`config.mk`:
```
export PLATFORM = sky130hd
export DESIGN_NAME = tick_sched
export DESIGN_NICKNAME = d
export VERILOG_FILES = /design/src/rtl/tick_sched.sv
export SDC_FILE = /design/constraint.sdc
export NUM_CORES = 1
export LEC_CHECK = 0
export CAP_MARGIN = 20
export CORE_ASPECT_RATIO = 0.7
export CORE_MARGIN = 8
export CORE_UTILIZATION = 40
export CTS_CLUSTER_SIZE = 12
export DETAILED_ROUTE_END_ITERATION = 12
export MAX_ROUTING_LAYER = met4
export SKIP_LAST_GASP = 1
export SYNTH_ARGS = -nofsm -noshare
export SYNTH_HDL_FRONTEND = slang
export SYNTH_SLANG_ARGS = --single-unit
```
`constraint.sdc`:
```
create_clock -name clk -period 3 [get_ports clk]
set_clock_uncertainty 0.05 [all_clocks]
set_input_delay 0.6 -clock clk [delete_from_list [all_inputs] [get_ports clk]]
set_output_delay 0.6 -clock clk [all_outputs]
set_load 0.02 [all_outputs]
```
`src/rtl/tick_sched.sv`:
```
// Programmable tick-enable timebase: one divider with start/stop, one-shot
// mode and a shadowed valid/ready config port committed at counter reload.
module tick_sched #(
    parameter int          DIV_W       = 16,
    parameter int unsigned DEFAULT_DIV = 15
) (
    input  logic             clk,
    input  logic             reset,
    input  logic             cfg_valid,
    output logic             cfg_ready,
    input  logic [DIV_W-1:0] cfg_div,
    input  logic             cfg_oneshot,
    input  logic             start,
    input  logic             stop,
    output logic             tick,
    output logic             busy,
    output logic             done,
    output logic [DIV_W-1:0] count
);

    typedef enum logic {
        IDLE,
        RUN
    } state_t;

    state_t           state_q, state_d;
    logic [DIV_W-1:0] cnt_q, cnt_d;
    logic [DIV_W-1:0] div_q, div_d;
    logic             mode_q, mode_d;
    logic [DIV_W-1:0] sh_div_q, sh_div_d;
    logic             sh_mode_q, sh_mode_d;
    logic             pend_q, pend_d;
    logic             done_q, done_d;

    logic accept;
    logic tc;
    logic leave;

    assign busy      = (state_q == RUN);
    assign tc        = busy && (cnt_q == div_q);
    assign tick      = tc;
    assign cfg_ready = !busy || !pend_q;
    assign accept    = cfg_valid && cfg_ready;
    assign done      = done_q;
    assign count     = cnt_q;

    always_comb begin
        state_d   = state_q;
        cnt_d     = cnt_q;
        div_d     = div_q;
        mode_d    = mode_q;
        sh_div_d  = sh_div_q;
        sh_mode_d = sh_mode_q;
        pend_d    = pend_q;
        done_d    = 1'b0;
        leave     = 1'b0;
        unique case (state_q)
            IDLE: begin
                if (accept) begin
                    div_d  = cfg_div;
                    mode_d = cfg_oneshot;
                end
                if (start && !stop) begin
                    state_d = RUN;
                    cnt_d   = '0;
                end
            end
            RUN: begin
                leave = stop || (tc && mode_q);
                // Reload point: the only place the ratio may change, so a
                // config arriving on this very edge is applied directly.
                if (leave || tc) begin
                    cnt_d  = '0;
                    pend_d = 1'b0;
                    if (pend_q) begin
                        div_d  = sh_div_q;
                        mode_d = sh_mode_q;
                    end else if (accept) begin
                        div_d  = cfg_div;
                        mode_d = cfg_oneshot;
                    end
                    if (leave) begin
                        state_d = IDLE;
                    end
                    done_d = tc && mode_q && !stop;
                end else begin
                    cnt_d = cnt_q + 1'b1;
                    if (accept) begin
                        sh_div_d  = cfg_div;
                        sh_mode_d = cfg_oneshot;
                        pend_d    = 1'b1;
                    end
                end
            end
            default: begin
                state_d = IDLE;
            end
        endcase
    end

    always_ff @(posedge clk) begin
        if (reset) begin
            state_q   <= IDLE;
            cnt_q     <= '0;
            div_q     <= DIV_W'(DEFAULT_DIV);
            mode_q    <= 1'b0;
            sh_div_q  <= '0;
            sh_mode_q <= 1'b0;
            pend_q    <= 1'b0;
            done_q    <= 1'b0;
        end else begin
            state_q   <= state_d;
            cnt_q     <= cnt_d;
            div_q     <= div_d;
            mode_q    <= mode_d;
            sh_div_q  <= sh_div_d;
            sh_mode_q <= sh_mode_d;
            pend_q    <= pend_d;
            done_q    <= done_d;
        end
    end

endmodule
```
Yosys cells after proc, flatten, opt, wreduce, memory -nomap -nowiden
Index checks and enable logic that the tools add are counted.

Flip-flop bits (word level): 53. Bits in latches: 0. RAM bits: 0. Memory bits (read-only): 0. Input bits: 22. Output and inout port bits: 20. Word-level logic and storage cells: 46. Memories: 0.

Add/subtract/negate cells: 1. Multiply operators: 0. Divide/modulo/power cells: 0. $lt $le $gt $ge: 0. Eq/ne operators: 3. Shift-type cells: 0. Mux-type cells: 17. Bitwise operators: 2. Reductions and logical operators: 15.

Operator list (number): 16-bit two-way mux (5); 16-bit case mux with 2 select lines (2); 16-bit by 1-bit adder with 16-bit output (second input constant) (1); 16-bit equality test (1); 1-bit two-way mux (8); 1-bit logical AND (5); 1-bit case mux with 2 select lines (2); 1-bit logical NOT (3); 1-bit logical OR (3); 3-bit AND reduction (1); 3-bit OR reduction (1); 2-bit by 1-bit inequality test with 1-bit output (second input constant) (1); 2-bit inequality test (second input constant) (1); 1-bit NOT (2); 2-bit AND reduction (1); 2-bit nonzero test (1).

Logic depth before layout (Yosys ltp)
Depth in word-level cells: 7. Mapped depth: 9. Gate-level depth less buffers: 7.

Worst setup path after synthesis
No wires, ideal clock.

Path kind: reg2out. Start: register cnt_q[8] (netlist: count[8]). End: output port tick. Data arrival time: 1.855 ns. Data required time: 2.350 ns. Slack: 0.495 ns. Cell stages (with the launch flop): 5. Buffers on the path: 0. Cell sequence: dfxtp_1 xor2_1 nor4_1 nand2_1 nor4_1.

Longest elaborated chain between the ends: 2.

RTL lines: from (decl) (RTL line 27) `logic [DIV_W-1:0] cnt_q, cnt_d;`; from (signal assigned) (RTL line 113) `cnt_q <= cnt_d;`; 16-bit equality test (RTL line 40) `assign tc = busy && (cnt_q == div_q);`; 1-bit logical AND (RTL line 40); to (decl) (RTL line 15) `output logic tick,`.

No other way between the ends.

Worst setup path in the final report
Start: register cnt_q[12] (netlist: count[12]). End: output port tick.

The elaborated chain is that of the path after synthesis.

==> results.ini <==
[detailed_routing]
drt_pass1_iterations = 4
wl_um = 7270
ant_nets = 0
vias = 2388
vias_per_cell = 5.29
detail_route.iter0.violations = 149
drc = 0
drt-wirelength-per-cell_um = 16.1

[cells_and_area]
fin_area_um2 = 3360
syn_to_final_growth_pct = 23.4
finalNetCount = 379
num_antenna_cells = 0
final_layout_size_suffix_gt1_frac = 0.0868

[die]
start_util = 0.409
ios = 42
die_h_um = 85.1
core-area_um2 = 6660
num_rows = 25
die_x_um = 115
die_area_um2 = 9760

[yosys]
synthCells = 313
seq_area_frac_synth = 0.389
synth_warnings = 0
ys_top_cells_by_area = dfxtp_1, mux2i_1, nand2_1
synth_edf_count = 0
async_flop_share = 0
synth_area_um2 = 2730
synth_common_cells = dfxtp_1, nand2_1, nor2_1
yosysUniqueCellTypes = 40
synth.most_common_cell = dfxtp_1
synth_top_area_cell = dfxtp_1
synth_ff_type = dfxtp_1
syn_area_per_cell_um2 = 8.71
synth_top_area_frac = 0.389
ys_ff_latch = 53
synthesis.nets = 336

[grt]
grt.overflow.total = 0
grt_pass1_wl_um = 11700
grt_start_max_net_pins = 35
grtUsageTotal = 0.155
grt_pass1_vias = 2231
antenna_found_initial = 0

[worst_setup_path]
critPathRequiredTime_ns = 2.35
r2r_cells = 7
worstPathArrival_ns = 2.10
path_class = flip-flop to primary output
timing.rr.start = div_q[15]$_SDFFE_PP0P_
cp_max_fo = 7
end_kind = primary output
cp-endpoint = tick
startpoint_type = flip-flop
r2r_slack_ns = 0.61
cp-startpoint = count[12]$_SDFFE_PP0P_
rr_endpoint = count[10]$_SDFFE_PP0P_

[timing]
slew_violations = 0
period_share = 0.918
post-route-min-period_ns = 2.75
setup_tns_ns = 0
fmax_ghz = 0.363
slew_headroom = 0.671
hold_viol_final = 0
rsz0062_at_grt = no
worstMarginPinSlew_ns = 0.492
setup_violations = 0

[clock_network]
cts.root.buffer_cell = clkbuf_8
cts_tree = yes
clk_latency_ns = 0.30
numCtsBuffers = 5
clock_sinks = 53
holdBufCountCts = 0
clockBufferDepth = 2
clkTransAtPathRegs_ns = 0.10
htreeDepth = 2

[power]
ir_drop_v = 0.000176
p_leak_uw = 0.00148
p_per_area_nw_per_um2 = 406

[placed_design]
io_buffer_count = 41
dpl.hpwl_um = 5300
gp_congestion = 0.908
placed_cell_area_um2 = 3260

[hold_path]
hp-class = flip-flop to flip-flop

[run]
max_cap_viol_count = 0

[outcome]
status = complete, no violations

## critical path, stage by stage (launching register included)
cell	delay, ns
dfxtp_1	0.37
xor2_1	0.20
nor4_1	0.29
nand2_1	0.10
nor4_2	0.34
buf_4	0.18
dlygate4sd2_1	0.33
## cell families after synthesis
| family | share of synthesized area |
|---|---|
| AO/OA/AOI/OAI | 0.169 |
| XOR/XNOR | 0.0578 |
| flip-flops | 0.389 |
| AND/OR/NAND/NOR | 0.204 |
| multiplexers | 0.129 |
| buffers and inverters | 0.0468 |
| adder cells (fa/ha/maj) | 0.00459 |
## worst min-delay path by stage
stage                                start                endpoint  slack (ns)  cells past startpoint
floorplan              mode_q$_SDFFE_PP0P_         done$_SDFF_PP0_        0.39                      2
global placement    div_q[14]$_SDFFE_PP0P_  div_q[14]$_SDFFE_PP0P_        0.42                      2
detailed placement   div_q[8]$_SDFFE_PP0P_   div_q[8]$_SDFFE_PP0P_        0.43                      2
CTS                  div_q[8]$_SDFFE_PP0P_   div_q[8]$_SDFFE_PP0P_        0.44                      2
global route         div_q[8]$_SDFFE_PP0P_   div_q[8]$_SDFFE_PP0P_        0.45                      2
finish               div_q[8]$_SDFFE_PP0P_   div_q[8]$_SDFFE_PP0P_        0.44                      2
## report_power, final
group | switching [uW] | internal [uW]
Combinational | 88.3 | 93.2
Sequential | 20.2 | 725
Clock | 232 | 209
Total | 340 | 1030
## per-layer routing
layer	wire, um	GRT usage	up-vias
met5	0	-	-
met2	3220	0.228	51
li1	-	-	1200
met1	3630	0.205	1130
met4	66	0.0337	0
met3	351	0.0454	7
## area by class of cell
class	count	area (um^2)
Tap cell	94	118
Clock inverter	1	5.00
Timing Repair Buffer	57	529
Sequential cell	53	1060
Clock buffer	7	96.3
Fill cell	645	3300
Multi-Input combinational cell	236	1540
Inverter	3	11.3
## per-stage QoR
| stage | setup WS (ns) | std cells | util | hold WS, ns | power [uW] |
|---|---|---|---|---|---|
| floorplan | 0.495 | 313 | - | 0.388 | 874 |
| global placement | 0.303 | 443 | 0.489 | 0.416 | 938 |
| detailed placement | 0.241 | 443 | 0.489 | 0.426 | 942 |
| CTS | 0.222 | 451 | 0.505 | 0.441 | 1390 |
| global route | 0.0819 | 451 | 0.505 | 0.455 | 1430 |
| finish | 0.247 | 451 | 0.505 | 0.440 | 1370 |
## timing repair
action | CTS | global route
endpoints found under the setup margin | 1 | 0
setup buffers | 0 | 0
gates resized for setup | 2 | 0
## cells in the final DEF, fill, tap and decap left out, types with 2 or more instances in the layout
cell | netlist | layout
and3_1 | 4 | 4
clkdlybuf4s50_1 | 0 | 40
a31oi_1 | 4 | 4
nor4_1 | 4 | 3
clkbuf_8 | 0 | 7
a22o_1 | 4 | 4
mux2i_1 | 34 | 34
xor2_1 | 8 | 8
a21oi_1 | 19 | 19
nand4_1 | 5 | 5
nand3_1 | 8 | 8
nand2b_1 | 2 | 2
a211oi_1 | 2 | 2
nand3b_1 | 4 | 4
o21ai_0 | 6 | 6
a21o_1 | 5 | 5
nor2_1 | 36 | 36
nand2_1 | 42 | 42
a211o_1 | 14 | 14
buf_4 | 1 | 16
inv_1 | 3 | 3
o211ai_1 | 4 | 4
xnor2_1 | 10 | 10
dfxtp_1 | 53 | 53
nor3_1 | 5 | 5
a32o_1 | 3 | 3
## flip-flops by register name (all words and copies together) (netlist names)
signal     flops
sh_div_q      16
busy           1
div_q         16
pend_q         1
count         16
sh_mode_q      1
mode_q         1
done           1
(Power assumes the default switching activity.)
